## src/rtl/bg_scroll_renderer_if.sv

```systemverilog
// ROM/palette side-bus of the scrolling background renderer.
// The renderer is the master: it drives the ROM address and the palette index.
interface bg_scroll_renderer_if #(
  parameter int unsigned ADDR_W = 17,
  parameter int unsigned IDX_W  = 3
);
  logic [ADDR_W-1:0] rom_addr;
  logic [IDX_W-1:0]  rom_q;
  logic [IDX_W-1:0]  pal_idx;
  logic [3:0]        pal_red;
  logic [3:0]        pal_green;
  logic [3:0]        pal_blue;

  modport master (
    output rom_addr, pal_idx,
    input  rom_q, pal_red, pal_green, pal_blue
  );

  modport slave (
    input  rom_addr, pal_idx,
    output rom_q, pal_red, pal_green, pal_blue
  );
endinterface

```

## src/rtl/bg_scroll_renderer.sv

```systemverilog
// Scaled, scrolling, fading background renderer feeding the VGA colour mux.
// Pipeline: coordinate/address stage, external ROM (ROM_LAT), registered colour.
module bg_scroll_renderer #(
  parameter int unsigned SRC_W       = 320,
  parameter int unsigned SRC_H       = 240,
  parameter int unsigned SCALE_SHIFT = 1,
  parameter int unsigned IDX_W       = 3,
  parameter int unsigned ADDR_W      = 17,
  parameter int unsigned ROM_LAT     = 1
) (
  input  logic                  vga_clk,
  input  logic                  reset,
  input  logic [9:0]            DrawX,
  input  logic [9:0]            DrawY,
  input  logic                  blank,
  input  logic                  frame_start,
  input  logic [9:0]            scroll_x_in,
  input  logic [9:0]            scroll_y_in,
  input  logic                  scroll_wen,
  input  logic                  fade_en,
  input  logic                  fade_dir,
  bg_scroll_renderer_if.master  mem,
  output logic [3:0]            red,
  output logic [3:0]            green,
  output logic [3:0]            blue,
  output logic [3:0]            fade_level
);

  localparam int unsigned CW    = 12;
  localparam int unsigned MAX_X = SRC_W << SCALE_SHIFT;
  localparam int unsigned MAX_Y = SRC_H << SCALE_SHIFT;

  logic [9:0]        shd_x_q, shd_x_d, shd_y_q, shd_y_d;
  logic [9:0]        act_x_q, act_x_d, act_y_q, act_y_d;
  logic [3:0]        fade_q, fade_d;
  logic [ADDR_W-1:0] addr_q, addr_d;
  logic [ROM_LAT:0]  vld_q, vld_d;
  logic [3:0]        red_q, red_d, green_q, green_d, blue_q, blue_d;

  logic [CW-1:0]     sx_sum, sy_sum, sx, sy;
  logic              wr_legal, in_range;

  function automatic logic [3:0] sat_sub(input logic [3:0] a, input logic [3:0] b);
    return (a > b) ? 4'(a - b) : 4'd0;
  endfunction

  // Scroll shadow/active registers and the per-frame fade step
  always_comb begin
    shd_x_d  = shd_x_q;
    shd_y_d  = shd_y_q;
    act_x_d  = act_x_q;
    act_y_d  = act_y_q;
    fade_d   = fade_q;
    wr_legal = (32'(scroll_x_in) < SRC_W) && (32'(scroll_y_in) < SRC_H);
    if (scroll_wen && wr_legal) begin
      shd_x_d = scroll_x_in;
      shd_y_d = scroll_y_in;
    end
    if (frame_start) begin
      act_x_d = shd_x_d;
      act_y_d = shd_y_d;
      if (fade_en) begin
        if (fade_dir) fade_d = (fade_q == 4'd15) ? 4'd15 : 4'(fade_q + 4'd1);
        else          fade_d = (fade_q == 4'd0)  ? 4'd0  : 4'(fade_q - 4'd1);
      end
    end
  end

  // Stage A: scaled source coordinates with a single wrap per axis
  always_comb begin
    sx_sum   = CW'(DrawX >> SCALE_SHIFT) + CW'(act_x_q);
    sy_sum   = CW'(DrawY >> SCALE_SHIFT) + CW'(act_y_q);
    sx       = (32'(sx_sum) >= SRC_W) ? CW'(32'(sx_sum) - SRC_W) : sx_sum;
    sy       = (32'(sy_sum) >= SRC_H) ? CW'(32'(sy_sum) - SRC_H) : sy_sum;
    addr_d   = ADDR_W'(32'(sy) * SRC_W + 32'(sx));
    in_range = (32'(DrawX) < MAX_X) && (32'(DrawY) < MAX_Y);
  end

  // Blank/range qualifier rides alongside the ROM latency so it lines up with rom_q
  always_comb begin
    vld_d = {vld_q[ROM_LAT-1:0], blank & in_range};
  end

  // Stage C: black outside active/in-range pixels, otherwise faded palette colour
  always_comb begin
    red_d   = 4'd0;
    green_d = 4'd0;
    blue_d  = 4'd0;
    if (vld_q[ROM_LAT]) begin
      red_d   = sat_sub(mem.pal_red,   fade_q);
      green_d = sat_sub(mem.pal_green, fade_q);
      blue_d  = sat_sub(mem.pal_blue,  fade_q);
    end
  end

  always_ff @(posedge vga_clk) begin
    if (reset) begin
      shd_x_q <= '0;
      shd_y_q <= '0;
      act_x_q <= '0;
      act_y_q <= '0;
      fade_q  <= '0;
      addr_q  <= '0;
      vld_q   <= '0;
      red_q   <= '0;
      green_q <= '0;
      blue_q  <= '0;
    end else begin
      shd_x_q <= shd_x_d;
      shd_y_q <= shd_y_d;
      act_x_q <= act_x_d;
      act_y_q <= act_y_d;
      fade_q  <= fade_d;
      addr_q  <= addr_d;
      vld_q   <= vld_d;
      red_q   <= red_d;
      green_q <= green_d;
      blue_q  <= blue_d;
    end
  end

  assign mem.rom_addr = addr_q;
  assign mem.pal_idx  = mem.rom_q;
  assign red          = red_q;
  assign green        = green_q;
  assign blue         = blue_q;
  assign fade_level   = fade_q;

endmodule

```

## src/flat_wrapper.sv

```systemverilog
// flat-port wrapper written by rule: the top's interface ports become plain ports
module bg_scroll_renderer_flat 
#(
  parameter int unsigned SRC_W       = 320,
  parameter int unsigned SRC_H       = 240,
  parameter int unsigned SCALE_SHIFT = 1,
  parameter int unsigned IDX_W       = 3,
  parameter int unsigned ADDR_W      = 17,
  parameter int unsigned ROM_LAT     = 1
)
  (vga_clk, reset, DrawX, DrawY, blank, frame_start, scroll_x_in, scroll_y_in, scroll_wen, fade_en, fade_dir, red, green, blue, fade_level, mem_rom_addr, mem_pal_idx, mem_rom_q, mem_pal_red, mem_pal_green, mem_pal_blue);
  bg_scroll_renderer_if #(.ADDR_W(ADDR_W), .IDX_W(IDX_W)) mem_i ();
  input  logic vga_clk;
  input  logic reset;
  input  logic [9:0] DrawX;
  input  logic [9:0] DrawY;
  input  logic blank;
  input  logic frame_start;
  input  logic [9:0] scroll_x_in;
  input  logic [9:0] scroll_y_in;
  input  logic scroll_wen;
  input  logic fade_en;
  input  logic fade_dir;
  output logic [3:0] red;
  output logic [3:0] green;
  output logic [3:0] blue;
  output logic [3:0] fade_level;
  output wire logic [$bits(mem_i.rom_addr)-1:0] mem_rom_addr;
  output wire logic [$bits(mem_i.pal_idx)-1:0] mem_pal_idx;
  input wire logic [$bits(mem_i.rom_q)-1:0] mem_rom_q;
  input wire logic [$bits(mem_i.pal_red)-1:0] mem_pal_red;
  input wire logic [$bits(mem_i.pal_green)-1:0] mem_pal_green;
  input wire logic [$bits(mem_i.pal_blue)-1:0] mem_pal_blue;
  assign mem_rom_addr = mem_i.rom_addr;
  assign mem_pal_idx = mem_i.pal_idx;
  assign mem_i.rom_q = mem_rom_q;
  assign mem_i.pal_red = mem_pal_red;
  assign mem_i.pal_green = mem_pal_green;
  assign mem_i.pal_blue = mem_pal_blue;
  bg_scroll_renderer #(.SRC_W(SRC_W), .SRC_H(SRC_H), .SCALE_SHIFT(SCALE_SHIFT), .IDX_W(IDX_W), .ADDR_W(ADDR_W), .ROM_LAT(ROM_LAT)) u_core (.vga_clk(vga_clk), .reset(reset), .DrawX(DrawX), .DrawY(DrawY), .blank(blank), .frame_start(frame_start), .scroll_x_in(scroll_x_in), .scroll_y_in(scroll_y_in), .scroll_wen(scroll_wen), .fade_en(fade_en), .fade_dir(fade_dir), .mem(mem_i), .red(red), .green(green), .blue(blue), .fade_level(fade_level));
endmodule
```

## config.mk

```make
export PLATFORM = sky130hd
export DESIGN_NAME = bg_scroll_renderer_flat
export DESIGN_NICKNAME = d
export VERILOG_FILES = /design/src/rtl/bg_scroll_renderer_if.sv /design/src/rtl/bg_scroll_renderer.sv /design/src/flat_wrapper.sv
export SDC_FILE = /design/constraint.sdc
export NUM_CORES = 1
export LEC_CHECK = 0
export CORE_ASPECT_RATIO = 0.9
export CORE_UTILIZATION = 52
export CTS_BUF_LIST = sky130_fd_sc_hd__clkbuf_16
export CTS_CLUSTER_DIAMETER = 120
export DETAILED_ROUTE_END_ITERATION = 10
export PLACE_DENSITY = 0.8
export SYNTH_ARGS = -nofsm -noshare
export SYNTH_HDL_FRONTEND = slang
export SYNTH_SLANG_ARGS = --single-unit
export TNS_END_PERCENT = 1
```

## constraint.sdc

```tcl
create_clock -name vga_clk -period 7.1 [get_ports vga_clk]
set_input_delay 1.775 -clock vga_clk [delete_from_list [all_inputs] [get_ports vga_clk]]
set_output_delay 1.775 -clock vga_clk [all_outputs]
set_load 0.02 [all_outputs]
```

### Yosys cells after proc, flatten, opt, wreduce, memory -nomap -nowiden

Index checks and enable logic that the tools add are counted.

* register bits after elaboration: 75
* logic and storage cells: 51

* $mul: 1
* magnitude comparators: 9
* mux-type cells: 7
* add/sub/neg operators: 10
* reductions and logical operators: 8
* equal/unequal tests: 1
* bitwise logic cells: 5

Operators with widths (count)
* $mux 12: 2
* $add 9x10->11: 2
* $lt 10x9->1 const B: 2
* $mux 10: 2
* $add 17x12->17: 1
* $ge 12x8->1 const B: 1
* $ge 12x9->1 const B: 1
* $gt 4x4->1: 3
* $mul 12x3->11 const B: 1
* $mux 4: 3
* $sub 12x8->12 const B: 1
* $sub 12x9->12 const B: 1
* $sub 4x4->4: 3
* $lt 10x10->1 const B: 1
* $lt 10x8->1 const B: 1
* $reduce_or 3->1: 3
* $add 4x1->4 const B: 1
* $eq 4x4->1 const B: 1
* $logic_not 4->1: 1
* $not 1->1: 4
* $sub 4x1->4 const B: 1
* $logic_and 1x1->1: 3
* $reduce_and 2->1: 1
* $and 1x1->1: 1

### Longest topological paths before layout

Gate-level depths: netlist of run 1.

* depth after elaboration: 5
* mapped depth: 26
* depth with buffers taken out: 26

### Worst setup path before layout of run 1

Ideal clock, no wire load.

* kind: input to register
* start: input DrawY[1]
* end: register u_core.addr_q[16], in the netlist u_core.mem.rom_addr[16]
* stages: 25
* path slack: 0.419 ns
* data arrival time: 6.560 ns
* data required time: 6.979 ns
* path through: ha_1 > inv_1 > fa_1 > nor2b_1 > o21a_1 > nor2_1 > xnor2_1 > ha_1 > nand4b_1 > and3_1 > clkbuf_1 > xnor2_1 > ha_1 > inv_1 > fa_1 > inv_1 > ha_1 > o21ai_0 > a21oi_1 > o21ai_2 > a2111oi_4 > nand4_1 > xnor2_1 > xnor2_1 > mux2_4

* word-level cells in the longest chain between the ends: 5
* elaborated cells on any way between the ends: 6
* classes of those cells: 3 x add/sub; 1 x mul; 1 x order compare; 1 x mux

RTL lines
* start, declared: line flat_wrapper.sv:16 `input logic [9:0] DrawY;`
* $add 9x10->11 *: line bg_scroll_renderer.sv:72 `sy_sum = CW'(DrawY >> SCALE_SHIFT) + CW'(act_y_q);`
* $sub 12x8->12 / $ge 12x8->1 (equally long branches): line bg_scroll_renderer.sv:74 `sy = (32'(sy_sum) >= SRC_H) ? CW'(32'(sy_sum) - SRC_H) : sy_sum;`
* $mux 12 *: line bg_scroll_renderer.sv:74
* $mul 12x3->11 *: line bg_scroll_renderer.sv:75 `addr_d = ADDR_W'(32'(sy) * SRC_W + 32'(sx));`
* $add 17x12->17 *: line bg_scroll_renderer.sv:75
* end signal, assigned: line bg_scroll_renderer.sv:114 `addr_q <= addr_d;`
* end, declared: line bg_scroll_renderer.sv:36 `logic [ADDR_W-1:0] addr_q, addr_d;`

Mark *: on every way between the ends. The rest lies on a longest branch, timed or not.
A chain may end at the register's enable or synchronous reset.

### Worst setup path in the final report of run 1

* start: input DrawX[1]
* end: register u_core.addr_q[16], in the netlist u_core.mem.rom_addr[16]

* word-level cells in the longest chain between the ends: 4
* elaborated cells on any way between the ends: 5
* classes of those cells: 3 x add/sub; 1 x order compare; 1 x mux

RTL lines
* start, declared: line flat_wrapper.sv:15 `input logic [9:0] DrawX;`
* $add 9x10->11 *: line bg_scroll_renderer.sv:71 `sx_sum = CW'(DrawX >> SCALE_SHIFT) + CW'(act_x_q);`
* $sub 12x9->12 / $ge 12x9->1 (equally long branches): line bg_scroll_renderer.sv:73 `sx = (32'(sx_sum) >= SRC_W) ? CW'(32'(sx_sum) - SRC_W) : sx_sum;`
* $mux 12 *: line bg_scroll_renderer.sv:73
* $add 17x12->17 *: line bg_scroll_renderer.sv:75

Marked as above.

==> results of run 1 <==
==> layer usage <==
metal	track usage	vias up
met5	0	-
met4	0.0822	0
met3	0.0506	21
met2	0.466	149
met1	0.309	2034
li1	-	2128
==> cell usage after synthesis, types with 4 or more instances <==
cell type / number
sky130_fd_sc_hd__xor2_1: 9
sky130_fd_sc_hd__dfxtp_1: 75
sky130_fd_sc_hd__nor2_1: 91
sky130_fd_sc_hd__and2_1: 4
sky130_fd_sc_hd__nor3_1: 11
sky130_fd_sc_hd__inv_1: 35
sky130_fd_sc_hd__mux2i_1: 20
sky130_fd_sc_hd__o21ai_0: 19
sky130_fd_sc_hd__a21o_1: 6
sky130_fd_sc_hd__o21a_1: 9
sky130_fd_sc_hd__o211ai_1: 4
sky130_fd_sc_hd__nand3_1: 11
sky130_fd_sc_hd__a21oi_1: 27
sky130_fd_sc_hd__xnor2_1: 21
sky130_fd_sc_hd__nor2b_1: 17
sky130_fd_sc_hd__nand4_1: 5
sky130_fd_sc_hd__ha_1: 56
sky130_fd_sc_hd__nand2_1: 15
sky130_fd_sc_hd__nor3b_1: 5
sky130_fd_sc_hd__a211oi_1: 17
sky130_fd_sc_hd__nand2b_1: 11
sky130_fd_sc_hd__clkbuf_1: 12
sky130_fd_sc_hd__fa_1: 7
==> report_power, final <==
| group | total (mW) | switching (mW) | internal [mW] |
|---|---|---|---|
| Clock | 0.537 | 0.190 | 0.347 |
| Sequential | 0.473 | 0.0140 | 0.459 |
| Combinational | 0.678 | 0.350 | 0.328 |
==> registers in the layout (all words and copies together) (netlist names) <==
register / count
u_core.shd_x_q: 10
u_core.act_y_q: 10
u_core.vld_q: 2
u_core.fade_level: 4
u_core.blue: 4
u_core.act_x_q: 10
u_core.green: 4
u_core.red: 4
u_core.mem.rom_addr: 17
u_core.shd_y_q: 10
==> repair_timing <==
| item | 4_1_cts | 5_1_grt |
|---|---|---|
| setup endpoints to repair | 0 | 1 |
| resized for setup | 0 | 7 |
| buffers inserted | 0 | 4 |
==> cells by family after synthesis <==
family	after synthesis	synth area share
buf+inv	54	0.0453
xor+xnor	32	0.0637
compound gates	111	0.159
simple gates	187	0.189
fa+ha+maj	63	0.177
flops	75	0.316
mux	23	0.0500
==> worst reg2reg max path, cell delays in order, from the launching register on <==
cell and delay [ns]:
sky130_fd_sc_hd__dfxtp_1 0.38, sky130_fd_sc_hd__ha_1 0.19, sky130_fd_sc_hd__inv_1 0.06, sky130_fd_sc_hd__fa_1 0.38, sky130_fd_sc_hd__nor2b_1 0.13, sky130_fd_sc_hd__o21a_1 0.15, sky130_fd_sc_hd__o211ai_1 0.13, sky130_fd_sc_hd__nand3b_1 0.18
sky130_fd_sc_hd__xor2_2 0.19, sky130_fd_sc_hd__ha_1 0.22, sky130_fd_sc_hd__nand2_1 0.08, sky130_fd_sc_hd__nor3_2 0.12, sky130_fd_sc_hd__nand4_1 0.19, sky130_fd_sc_hd__a21oi_2 0.24, sky130_fd_sc_hd__nor2_2 0.07, sky130_fd_sc_hd__xnor2_1 0.17
sky130_fd_sc_hd__ha_2 0.22, sky130_fd_sc_hd__inv_1 0.05, sky130_fd_sc_hd__fa_1 0.37, sky130_fd_sc_hd__nand2b_1 0.19, sky130_fd_sc_hd__a21oi_2 0.20, sky130_fd_sc_hd__o21ai_2 0.11, sky130_fd_sc_hd__a2111oi_4 0.34, sky130_fd_sc_hd__nand4_1 0.16
sky130_fd_sc_hd__xnor2_1 0.16, sky130_fd_sc_hd__xnor2_1 0.20, sky130_fd_sc_hd__mux2_4 0.31
==> worst max-delay path by stage <==
stage / start / end / slack [ns] / depth (start not counted)
global route: DrawX[1] / u_core.mem.rom_addr[16] / -0.06 / 27
detailed placement: DrawX[1] / u_core.mem.rom_addr[16] / -0.16 / 27
floorplan: DrawY[1] / u_core.mem.rom_addr[16] / 0.42 / 25
CTS: DrawX[1] / u_core.mem.rom_addr[16] / 0.08 / 27
finish: DrawX[1] / u_core.mem.rom_addr[16] / 0.28 / 27
global placement: DrawY[1] / u_core.mem.rom_addr[16] / -0.02 / 25
==> area by class of cell <==
| cell class | instances | area [um2] |
|---|---|---|
| multi-input cells | 416 | 3060 |
| fillers | 668 | 2460 |
| flip-flops and latches | 75 | 1500 |
| repair buffers | 114 | 1070 |
| clock buffers | 9 | 225 |
| well taps | 119 | 149 |
| inverters | 35 | 131 |
| clock inverters | 7 | 125 |
==> per-stage QoR <==
stage	util	setup WS, ns
after floorplan	-	0.419
after global placement	0.672	-0.0244
after detailed placement	0.672	-0.163
after CTS	0.712	0.0842
after global routing	0.718	-0.0556
final	0.718	0.283
==> flow_summary.ini, run 1 <==
[worst_setup_path]
regToRegEndpoint = u_core.mem.rom_addr[16]
worst-path-buf-inv = 3
timing_worst_setup_path_type = input pin to flop
r2r_slack_ns = 1.80
crit_top_cell = sky130_fd_sc_hd__xnor2_1
critical_path_peak_fanout = 2
reg2reg_depth = 26
slowest_stage = sky130_fd_sc_hd__clkdlybuf4s50_1
cp_delay_by_family_top = adder cells
worst_ep_required_time_ns = 7.32
rr_startpoint = u_core.act_x_q[0]
worstSetupEndpointType = flop
critical-path-max-stage-delay_ns = 0.47
worstPathArrival_ns = 7.04
critical_path.startpoint_type = input pin

[synthesis]
synthArstFlopShare = 0
synthCells = 545
synth.top_cells.by_area = sky130_fd_sc_hd__dfxtp_1, sky130_fd_sc_hd__ha_1, sky130_fd_sc_hd__nor2_1
syn-cell-area_um2 = 4750
ys.flop_type = sky130_fd_sc_hd__dfxtp_1
synth.top_cell.area_share = 0.316
synth.net_count = 670
synth_cell_types = 59
synthesis.yosys.warnings = 0
yosys_register_bits = 75
synth_edf_count = 0
postSynthAreaPerCell_um2 = 8.72
synth_seq_area_share = 0.316
synth_area_leader_cell = sky130_fd_sc_hd__dfxtp_1

[floorplanning]
chipWidth_um = 103
num_rows = 32
floorplan.die_area_um2 = 9530
fp.dieH_um = 92.7
core_area_um2 = 8730
start_util = 0.545
ios = 98

[drt]
post_drt_wl_per_cell_um = 15.2
route.top_layer_used = met4
num_vias = 4332
route.detailed.vias_per_inst = 5.59
met3RoutedLength_um = 608
routed_wl_um = 11800
detail_route.first_pass.iterations = 5
drt_drc_violations_left = 0
met2_length_um = 5740
first_iter_violations = 215
met1_length_um = 5230
final_antenna_net_count = 0

[final_layout]
final_instance_count_without_filler_cells = 775
final_layout_size_suffix_gt1_frac = 0.0915
syn2layout_area_growth_pct = 31.9
most-common-layout-cells = sky130_fd_sc_hd__nor2_1, sky130_fd_sc_hd__clkdlybuf4s50_1, sky130_fd_sc_hd__dfxtp_1
final_design_area_no_fill_um2 = 6270
nNetsFinal = 776
insertedDiodeCount = 0
mostFrequentLayoutCell = sky130_fd_sc_hd__nor2_1

[sta]
post-route-min-period_ns = 6.82
worst_slew_pin_slew_ns = 1.20
fin_worst_hold_slack_ns = 0.442
hold_viol = 0
timing.max_slew.rel_slack = 0.198
final_max_slew_viol_count = 0
finalSetupTns_ns = 0
max_clock_freq_mhz = 147
finalClockSkew_ns = 0.00588
final_min_period_over_clock_period = 0.960
setup_viol = 0

[min_path]
hp-class = flop to flop
min_path_cells = 1
hold_end = u_core.vld_q[1]
timing.hold.worst.start = u_core.vld_q[0]

[flow_run]
max_cap_violations = 0

[clock_network]
cts_tree = done
worst_skew_pair.late_latency_ns = 0.33
clk_path_buf_depth = 2
clock_buffer_count_from_cts = 9
clock_tree.htree_level_count = 3
clock-sinks = 75
cts.hold.buffers_added = 0
clk_transition_reported_paths_ns = 0.06
buffer_cell_driving_the_clock_tree_root = sky130_fd_sc_hd__clkbuf_16

[pwr]
vdd_ir_drop_max_mv = 0.214
post-layout-total-power_mw = 1.69
total_leakage_power_nw = 2.72
powerDensity_nw_per_um2 = 269

[global_routing]
overflow_left_after_global_routing = 0
antenna_found_initial = 0
number_of_global_route_vias_before_repair = 4330
grt.total_usage = 0.260
grt_first_pass_wirelength_um = 19400
grt_start_max_net_pins = 66

[placed_design]
hpwlAfterDp_um = 8600
finalWeightedCongestion = 0.888
dp_cells = 755
portBuffers = 89
placedInstanceArea_um2 = 5860

[run_status]
outcome = complete, no violations
Power figures use the tool's default switching activity.
==> inputs of run 2 (changes only) <==
--- a/config.mk
+++ b/config.mk
@@ -6,6 +6,7 @@
 export NUM_CORES = 1
 export LEC_CHECK = 0
 export CORE_ASPECT_RATIO = 0.9
+export CORE_MARGIN = 5
 export CORE_UTILIZATION = 52
 export CTS_BUF_LIST = sky130_fd_sc_hd__clkbuf_16
 export CTS_CLUSTER_DIAMETER = 120
==> run 2 against run 1 <==
  * Clock power down 11%
  * Clock skew grew 0.0015 ns
  * Critical path depth shrank 3
  * Power down 5.5%
  * Flip-flop and latch count stayed put
  * Worst hold slack gained 0.011 ns
  * Register-to-register slack improved by 0.02 ns
  * Worst setup slack gained 0.015 ns
  * Via count down 3.7%
  * Maximum frequency rose by 0.21%
  * Global-route usage decreased by 4.9 points
==> flow_summary.ini, run 2 (synthesis results as in run 1) <==
[worst_setup_path]
rr_startpoint = u_core.act_x_q[0]
timing.critical_path.cells = clkdlybuf4s50_1 > ha_1 > inv_1 > fa_1 > nor2b_2 > o2111ai_1 > nand3_1 > a21oi_1 > or2_2 > and3_1 > xnor2_1 > ha_1 > inv_1 > fa_1 > inv_1 > ha_1 > o21ai_0 > a21oi_2 > o21ai_2 > a2111oi_4 > nand4_1 > xnor2_1 > xnor2_1 > mux2_4
critical_path.startpoint_type = input pin
worst_ep_required_time_ns = 7.32
critical_path_peak_fanout = 4
worstPathArrival_ns = 7.02
slowest_stage = sky130_fd_sc_hd__fa_1
critical-path-max-stage-delay_ns = 0.54
timing_worst_setup_path_type = input pin to flop
worstSetupStartpoint = DrawY[1]
worst-path-buf-inv = 4
worstSetupEndpointType = flop
cp_delay_by_family_top = adder cells

[pwr]
p_comb_frac = 0.404
p_clk_frac = 0.300
power.share.sequential = 0.296
powerDensity_nw_per_um2 = 259
total_leakage_power_nw = 2.67
intPower_mw = 1.07
netSwitchingFraction = 0.328
power_switching_mw = 0.523
vdd_ir_drop_max_mv = 0.175

[min_path]
timing.hold.worst.start = u_core.vld_q[0]
hp-class = flop to flop

[global_routing]
antenna_found_initial = 0
number_of_global_route_vias_before_repair = 4270
overflow_left_after_global_routing = 0
grt.total_usage = 0.211
grt_start_max_net_pins = 66
grt_first_pass_wirelength_um = 19500

[final_layout]
largest_reg_flops = 17
nNetsFinal = 769
mostFrequentLayoutCell = sky130_fd_sc_hd__nor2_1
most-common-layout-cells = sky130_fd_sc_hd__nor2_1, sky130_fd_sc_hd__clkdlybuf4s50_1, sky130_fd_sc_hd__dfxtp_1
syn2layout_area_growth_pct = 29.8
fin_util = 0.685
final_instance_count_without_filler_cells = 770
insertedDiodeCount = 0
final_layout_size_suffix_gt1_frac = 0.0725

[sta]
timing.max_slew.rel_slack = 0.240
fin_worst_hold_slack_ns = 0.453
hold_viol = 0
finalClockSkew_ns = 0.00737
final_min_period_over_clock_period = 0.958
setup_viol = 0
worst_slew_pin_slew_ns = 1.14
post-route-min-period_ns = 6.80
max_clock_freq_mhz = 147
final_max_slew_viol_count = 0
worst_slack_ns = 0.298

[placed_design]
hpwlAfterDp_um = 8480
portBuffers = 89
dp_cells = 755
preCtsSetupSlack_ns = -0.0826
finalWeightedCongestion = 0.852

[clock_network]
clk_transition_reported_paths_ns = 0.06
buffer_cell_driving_the_clock_tree_root = sky130_fd_sc_hd__clkbuf_16
clock-sinks = 75
clock_tree.htree_level_count = 3
clk_path_buf_depth = 2
worst_skew_pair.late_latency_ns = 0.33
clock_buffer_count_from_cts = 9
cts_tree = done
cts.hold.buffers_added = 0

[flow_run]
max_cap_violations = 0

[floorplanning]
ios = 98
core_area_um2 = 9000
floorplan.die_area_um2 = 11200
num_rows = 33
start_util = 0.528
fp.dieH_um = 101
chipWidth_um = 111

[drt]
first_iter_violations = 127
num_vias = 4173
detail_route.first_pass.iterations = 4
drt_drc_violations_left = 0
post_drt_wl_per_cell_um = 14.7
route.detailed.vias_per_inst = 5.42
final_antenna_net_count = 0
routed_wl_um = 11300

[run_status]
outcome = complete, no violations
run 2: final timing paths:
check | end | slack (ns) | cells past startpoint
max | u_core.mem.rom_addr[16] | 0.30 | 24
min | u_core.vld_q[1] | 0.45 | 1
max reg2reg | u_core.mem.rom_addr[16] | 1.82 | 26
min reg2reg | u_core.vld_q[1] | 0.45 | 1
run 2: area by class of cell:
| class | count | area [um2] |
|---|---|---|
| Timing Repair Buffer | 107 | 1020 |
| Fill cell | 748 | 2830 |
| Sequential cell | 75 | 1500 |
| Inverter | 35 | 131 |
| Clock inverter | 6 | 82.6 |
| Multi-Input combinational cell | 416 | 3050 |
| Clock buffer | 9 | 225 |
| Tap cell | 122 | 153 |
run 2: repair_timing:
action | CTS | global route
setup endpoints to repair | 0 | 1
gates resized for setup | 0 | 4
buffers inserted | 0 | 0
run 2: per-stage QoR:
| stage | instance area [um2] | setup TNS, ns | power [mW] |
|---|---|---|---|
| after CTS | 6150 | 0 | 1.60 |
| after floorplan | 4750 | 0 | 0.920 |
| after global placement | 5840 | -0.0542 | 1.09 |
| after detailed placement | 5840 | -0.0826 | 1.11 |
| final | 6170 | 0 | 1.59 |
| after global routing | 6170 | -0.0136 | 1.70 |
run 2: worst register-to-register path: stages, from the launching register on:
cell                        delay [ns]
sky130_fd_sc_hd__dfxtp_1          0.38
sky130_fd_sc_hd__ha_1             0.18
sky130_fd_sc_hd__inv_1            0.05
sky130_fd_sc_hd__fa_1             0.40
sky130_fd_sc_hd__nor2b_1          0.13
sky130_fd_sc_hd__o21a_1           0.15
sky130_fd_sc_hd__o211ai_1         0.11
sky130_fd_sc_hd__nand3b_1         0.16
sky130_fd_sc_hd__xor2_2           0.21
sky130_fd_sc_hd__ha_1             0.23
sky130_fd_sc_hd__nand2_1          0.06
sky130_fd_sc_hd__nor3_1           0.17
sky130_fd_sc_hd__nand4_1          0.21
sky130_fd_sc_hd__a21oi_2          0.22
sky130_fd_sc_hd__nor2_2           0.06
sky130_fd_sc_hd__xnor2_1          0.15
sky130_fd_sc_hd__ha_1             0.18
sky130_fd_sc_hd__inv_1            0.05
sky130_fd_sc_hd__fa_1             0.37
sky130_fd_sc_hd__nand2b_1         0.18
sky130_fd_sc_hd__a21oi_2          0.17
sky130_fd_sc_hd__o21ai_2          0.11
sky130_fd_sc_hd__a2111oi_4        0.39
sky130_fd_sc_hd__nand4_1          0.16
sky130_fd_sc_hd__xnor2_1          0.21
sky130_fd_sc_hd__xnor2_1          0.16
sky130_fd_sc_hd__mux2_4           0.31
run 2: power by group through the flow:
stage / sequential (mW) / combinational [mW] / clock (mW)
finish: 0.473 / 0.644 / 0.478
global route: 0.477 / 0.717 / 0.507
CTS: 0.473 / 0.641 / 0.486
detailed placement: 0.482 / 0.630 / 0
global placement: 0.480 / 0.614 / 0
floorplan: 0.517 / 0.403 / 0
run 2: metal layers:
layer | GRT usage | up-vias | part of all wire
li1 | - | 2104 | -
met1 | 0.256 | 1938 | 0.45
met2 | 0.373 | 112 | 0.48
met3 | 0.0546 | 19 | 0.051
met4 | 0.0625 | 0 | 0.015
met5 | 0 | - | 0
==> inputs of run 3 (changes only) <==
--- a/config.mk
+++ b/config.mk
@@ -5,6 +5,7 @@
 export SDC_FILE = /design/constraint.sdc
 export NUM_CORES = 1
 export LEC_CHECK = 0
+export ABC_CLOCK_PERIOD_IN_PS = 7100
 export CORE_ASPECT_RATIO = 0.9
 export CORE_MARGIN = 5
 export CORE_UTILIZATION = 52
==> constraint.sdc (replaced) <==
create_clock -name vga_clk -period 7.1 [get_ports vga_clk]
set_input_delay 1.775 -clock vga_clk [delete_from_list [all_inputs] [get_ports vga_clk]]
set_output_delay 1.775 -clock vga_clk [all_outputs]
set_load 0.05 [all_outputs]
==> results of run 3 <==
The final DEF is identical to that of run 2. Status: complete, no violations.
Main changes from that run: total power 1.59 mW -> 1.66 mW; worst IR drop on VDD 0.175 mV -> 0.213 mV
